$ cat src/rtl/spi_job_master.sv
// SPI mode-0 master: shifts a FRAME_BITS job out on mosi_bit and captures the first RESULT_BITS miso bits.
// Accept-to-done is 2*HALF_PERIOD*(FRAME_BITS+1) cycles; start is ignored while busy.
module spi_job_master #(
  parameter int FRAME_BITS  = 768,
  parameter int RESULT_BITS = 256,
  parameter int HALF_PERIOD = 2
) (
  input  logic                   clk,
  input  logic                   rst,
  input  logic                   start,
  input  logic [0:FRAME_BITS-1]  mosi_message,
  output logic                   busy,
  output logic                   done,
  output logic [0:RESULT_BITS-1] miso_result,
  output logic                   sclk,
  output logic                   chip_enable,
  output logic                   mosi_bit,
  input  logic                   miso_bit
);

  localparam int CW = $clog2(FRAME_BITS) + 1;
  localparam int DW = $clog2(HALF_PERIOD) + 1;

  localparam logic [CW-1:0] FRAME_LAST = CW'(FRAME_BITS - 1);
  localparam logic [CW-1:0] RES_LAST   = CW'(RESULT_BITS - 1);
  localparam logic [DW-1:0] HP_LAST    = DW'(HALF_PERIOD - 1);

  localparam logic [2:0] IDLE  = 3'd0;
  localparam logic [2:0] SETUP = 3'd1;
  localparam logic [2:0] SHIFT = 3'd2;
  localparam logic [2:0] HOLD  = 3'd3;
  localparam logic [2:0] GAP   = 3'd4;

  logic [2:0]             state;
  logic [CW-1:0]          bit_cnt;
  logic [DW-1:0]          div;
  logic [0:FRAME_BITS-1]  tx;
  logic [0:RESULT_BITS-1] rx;

  logic half_end;
  assign half_end = (div == HP_LAST);

  // tx[0] is always the bit on the wire; the register drains to zero by the end of a frame
  assign mosi_bit = tx[0];

  always_ff @(posedge clk) begin
    if (rst) begin
      state       <= IDLE;
      bit_cnt     <= '0;
      div         <= '0;
      tx          <= '0;
      rx          <= '0;
      sclk        <= 1'b0;
      chip_enable <= 1'b1;
      busy        <= 1'b0;
      done        <= 1'b0;
      miso_result <= '0;
    end else begin
      done <= 1'b0;
      case (state)
        IDLE: begin
          div <= '0;
          if (start) begin
            tx          <= mosi_message;
            bit_cnt     <= '0;
            chip_enable <= 1'b0;
            busy        <= 1'b1;
            state       <= SETUP;
          end
        end
        SETUP: begin
          if (half_end) begin
            div   <= '0;
            state <= SHIFT;
          end else begin
            div <= div + DW'(1);
          end
        end
        SHIFT: begin
          if (half_end) begin
            div <= '0;
            if (!sclk) begin
              sclk <= 1'b1;
              if (bit_cnt <= RES_LAST) begin
                rx <= {rx[1:RESULT_BITS-1], miso_bit};
              end
            end else begin
              sclk <= 1'b0;
              tx   <= {tx[1:FRAME_BITS-1], 1'b0};
              if (bit_cnt == FRAME_LAST) begin
                state <= HOLD;
              end else begin
                bit_cnt <= bit_cnt + CW'(1);
              end
            end
          end else begin
            div <= div + DW'(1);
          end
        end
        HOLD: begin
          if (half_end) begin
            div         <= '0;
            chip_enable <= 1'b1;
            miso_result <= rx;
            done        <= 1'b1;
            state       <= GAP;
          end else begin
            div <= div + DW'(1);
          end
        end
        GAP: begin
          if (half_end) begin
            div   <= '0;
            busy  <= 1'b0;
            state <= IDLE;
          end else begin
            div <= div + DW'(1);
          end
        end
        default: begin
          state <= IDLE;
          div   <= '0;
        end
      endcase
    end
  end

endmodule

$ cat config.mk
export PLATFORM = sky130hd
export DESIGN_NAME = spi_job_master
export DESIGN_NICKNAME = d
export VERILOG_FILES = /design/src/rtl/spi_job_master.sv
export SDC_FILE = /design/constraint.sdc
export NUM_CORES = 2
export LEC_CHECK = 0
export BUFFER_PORTS_ARGS = -buffer_cell sky130_fd_sc_hd__clkbuf_2
export CORE_AREA = 2 2 401 403
export DETAILED_ROUTE_END_ITERATION = 16
export DIE_AREA = 0 0 403 405
export SYNTH_ARGS = -nofsm -noshare
export SYNTH_HDL_FRONTEND = slang
export SYNTH_SLANG_ARGS = --single-unit
$ cat constraint.sdc
create_clock -name clk -period 2.4 [get_ports clk]
set_clock_uncertainty 0.2 [all_clocks]
set_input_delay 0.12 -clock clk [delete_from_list [all_inputs] [get_ports clk]]
set_output_delay 0.12 -clock clk [all_outputs]
set_load 0.005 [all_outputs]
==> out/results.txt, run 1 <==
placement row count - 147
top cells by count, synth - 2566 x nand2_1, 1300 x dfxtp_1, 782 x nor2_1
asr flop ratio synth - 0
vias in the first global route - 61900
Synthesis Warnings - 0
status - did not finish
initial core utilization - 0.321
first error - [ERROR GRT-0116] Global routing finished with congestion. Check the congestion regions in the DRC Viewer.
port bufs - 1032
placer congestion estimate - 0.941
Setup WS pre-CTS - -0.0177 ns
total CTS buffers - 145
post-synth top area cell - dfxtp_1
Die Width - 403 µm
Mapped Cells - 6621
top_reg_cell synth - dfxtp_1
I/O Pins - 1033
CTS Root Cell - clkbuf_16
top-count cell post-synth - nand2_1
Fail Step - global routing (5_1_grt)
top cells by area, synth - dfxtp_1 51%, nand2_1 19%, a311oi_1 13%, nor2_1 5.7%, a21oi_1 5.1%
die height - 405 µm
hpwl dp - 125000 µm
number of flops mapped to enable cells by yosys - 0
post-CTS setup buffers - 0
GR Util All Layers - 0.284
largest net degree at the start of global routing - 144
Bufs on Longest Clock Path - 3
Placed Area - 0.0592 mm²
clock sink count - 1300
Yosys top cell area share - 0.509
H-tree Lvls - 4
global-route wire length before repair - 360000 µm
count of state elements after synthesis - 1300
sequential fraction of the synthesis area - 0.509
mean post-synth cell area - 7.72 µm²
mapped cell area - 0.0511 mm²
Syn Nets - 7395
post-synth cell types - 48
global route overflow - 91
[cells by family after synthesis]
kind of cell,count (synthesis),synth area share
adder cells (fa/ha/maj),2,0.000489
flip-flops,1300,0.509
AND/OR/NAND/NOR,3388,0.251
AO/OA/AOI/OAI,1317,0.187
multiplexers,1,0.000220
buffers and inverters,610,0.0520
XOR/XNOR,3,0.000514
[through the flow]
step | TNS (ns) | std cells
global placement | 0 | 9345
CTS | 0 | 11100
floorplan | 0 | 6621
detailed placement | -0.0243 | 9345
[timing repair]
item | in CTS
gates resized for setup | 1
hold buffers | 1466
endpoints found under the hold margin | 1177
endpoints found under the setup margin | 1
[metal layers]
| layer | GRT overflow | global-route usage |
|---|---|---|
| met1 | 1 | 0.331 |
| met2 | 51 | 0.424 |
| met3 | 3 | 0.127 |
| met4 | 36 | 0.170 |
| met5 | 0 | 0.0303 |
==> run 2: changes to the inputs <==
--- a/config.mk
+++ b/config.mk
@@ -6,9 +6,10 @@
 export NUM_CORES = 2
 export LEC_CHECK = 0
 export BUFFER_PORTS_ARGS = -buffer_cell sky130_fd_sc_hd__clkbuf_2
-export CORE_AREA = 2 2 401 403
+export CORE_AREA = 2 2 406 408
 export DETAILED_ROUTE_END_ITERATION = 16
-export DIE_AREA = 0 0 403 405
+export DIE_AREA = 0 0 408 410
+export PLACE_DENSITY_LB_ADDON = 0.15
 export SYNTH_ARGS = -nofsm -noshare
 export SYNTH_HDL_FRONTEND = slang
 export SYNTH_SLANG_ARGS = --single-unit
==> run 2 against run 1 <==
Compared with the run above:
- the flow now finishes without violations
- synthesized area unchanged
- synthesized cell count stayed put
==> out/results.txt, run 2 <==
status - complete, no violations (was did not finish)
Crit path top cell by count - buf_12
top_reg_cell synth - dfxtp_1 (unchanged)
hpwl dp - 131000 µm (was 125000 µm)
Critical Path Start Type - register
Synthesis Warnings - 0 (unchanged)
post-route setup TNS - 0 ns
vias in the first global route - 55300
Mapped Cells - 6621 (unchanged)
clock-pin slew on the worst setup and hold paths - 0.06 ns
Worst Tran Pin Value - 0.695 ns
Bufs on Longest Clock Path - 3 (unchanged)
asr flop ratio synth - 0 (unchanged)
worst skew pair latency - 0.78 ns
Syn Nets - 7395 (unchanged)
post-synth cell types - 48 (unchanged)
cell family with most CP delay - compound AO/OA/AOI/OAI gates
initial core utilization - 0.313 (was 0.321)
crit end category - register
WL per Instance - 18.6 µm
nets - 9708
mapped cell area - 0.0511 mm² (unchanged)
Hold Vio Cnt, Final - 0
port bufs - 1032 (unchanged)
Crit path required time - 2.87 ns
post-synth top area cell - dfxtp_1 (unchanged)
Area Overhead vs Synth - 56.1%
pwr/cell area - 790 mW/mm²
top cells by area, synth - dfxtp_1 51%, nand2_1 19%, a311oi_1 13%, nor2_1 5.7%, a21oi_1 5.1% (unchanged)
detailed-route DRC error count - 0
layout cells sized above 1 - 0.167
placer congestion estimate - 0.859 (was 0.941)
Yosys top cell area share - 0.509 (unchanged)
Largest regs - tx (768), miso_result (256), rx (256)
drt first pass iters - 8
FF+latch area - 0.0260 mm²
top-count cell post-synth - nand2_1 (unchanged)
commonest non-fill, non-tap cell in the layout - nand2_1
final setup vio count - 0
vias per inst - 5.07
critical path class - register to register
Fill cells - 15300
Slew HR - 0.536
VDD IR max - 683 µV
placement row count - 149 (was 147)
RSZ-0062 raised after global routing - true
sequential share of power - 0.416
Sw Ratio - 0.299
sequential fraction of the synthesis area - 0.509 (unchanged)
top cells by count, synth - 2566 x nand2_1, 1300 x dfxtp_1, 782 x nor2_1 (unchanged)
clock sink count - 1300 (unchanged)
Slowest-stage cell, CP - dfxtp_1
min Tclk post-route - 2.33 ns
clock power share - 0.367
Int Power - 44200 µW
routed via count - 57200
Core Region - 0.163 mm²
crit-path max FO - 52
CTS tree - done
final core utilization - 0.488
I/O Pins - 1033 (unchanged)
CTS Root Cell - clkbuf_16 (unchanged)
ANT nets after route - 0
H-tree Lvls - 4 (unchanged)
total CTS buffers - 151 (was 145)
Leakage - 0.0320 µW
Slew Viols, Final - 0
WL final - 210000 µm
number of flops mapped to enable cells by yosys - 0 (unchanged)
Critical Path, Cell by Cell - ha_2 > and3_1 > o21a_4 > buf_12 > buf_12 > nor2_1 > a311oi_1
Reg with most FFs - tx
Worst path max stage delay - 0.35 ns
Fmax - 429 MHz
GR Util All Layers - 0.240
count of state elements after synthesis - 1300 (unchanged)
Comb pwr share - 0.217
CP arrival - 2.80 ns
global route overflow - 0
initial antenna violation count - 62
global-route wire length before repair - 321000 µm
crit path buf inv count - 2
mean post-synth cell area - 7.72 µm² (unchanged)
max_cap viols - 0
Die Width - 408 µm (was 403 µm)
DR iter-0 viols - 5256
HP Class - input pin to register
multi-input logic area - 0.0225 mm²
max reg flops - 768
Psw - 18800 µW
largest net degree at the start of global routing - 132
Die Area - 0.167 mm²
Final Cycle Share - 0.972
most frequent cells in the layout - 2565 x nand2_1, 1505 x dlygate4sd3_1, 1300 x dfxtp_1
die height - 410 µm (was 405 µm)
==> run 2: tightest hold or removal path, delay by kind of cell <==
kind | cells | cell delay (ns)
compound gates | 1 | 0.08
buf+inv | 2 | 0.71
simple gates | 1 | 0.05
==> run 2: through the flow <==
stage | hold slack (ns) | setup slack, ns | std cells | power (µW) | cell area (µm²)
after floorplan | 0.0560 | 0.357 | 6621 | 33900 | 51100
after global placement | 0.153 | 0.203 | 9456 | 37500 | 59400
after detailed placement | 0.159 | 0.132 | 9456 | 37700 | 59400
after CTS | 0.000401 | 0.0865 | 11200 | 63000 | 79500
after global routing | 0.0256 | -0.0503 | 11300 | 66200 | 79800
final | 0.0534 | 0.0677 | 11300 | 63100 | 79800
==> run 2: power by group through the flow <==
| stage | sequential [µW] | clock [µW] | combinational [µW] |
|---|---|---|---|
| final | 26200 | 23100 | 13700 |
| after global routing | 26500 | 24600 | 15100 |
| after CTS | 26100 | 23700 | 13200 |
| after detailed placement | 26600 | 0 | 11200 |
| after global placement | 26500 | 0 | 11000 |
| after floorplan | 26100 | 0 | 7790 |
==> run 2: cells by family after synthesis <==
group | share of synthesized area
AOI/OAI and AO/OA | 0.187
muxes | 0.000220
xor gates and xnor gates | 0.000514
DFF | 0.509
adders and majority gates | 0.000489
buffers and inverters | 0.0520
and+or+nand+nor | 0.251
==> run 2: worst paths after layout <==
path,startpoint,to,slack (ns),cells past startpoint
worst max-delay path,div[0],tx[78],0.07,7
worst min-delay path,mosi_message[655],tx[655],0.05,4
worst max register to register,div[0],tx[78],0.07,7
worst min register to register,div[0],div[0],0.24,1
==> run 2: what timing repair did <==
action                                 in CTS  in global routing
hold buffers                             1505                  0
resized for setup                           0                 14
endpoints found under the hold margin    1299                  0
setup endpoints to repair                   0                 74
setup buffers                               0                  5
==> run 2: layer usage <==
layer  vias up  global-route usage  share of wire
met3       745              0.0517          0.064
met2      2337               0.384           0.46
li1      27200                   -              -
met4        24               0.124          0.051
met1     27000               0.304           0.43
met5         -                   0        0.00078
==> run 2: layout make-up <==
| class | instances | area share |
|---|---|---|
| Sequential cell | 1300 | 0.326 |
| Timing Repair Buffer | 2768 | 0.293 |
| Multi-Input combinational cell | 4711 | 0.282 |
| Clock buffer | 230 | 0.0568 |
| Tap cell | 2189 | 0.0343 |
| Clock inverter | 39 | 0.00550 |
| Antenna cell | 49 | 0.00154 |
| Inverter | 2 | 0.0000941 |
No activity file was read; power rests on OpenSTA's default activity.
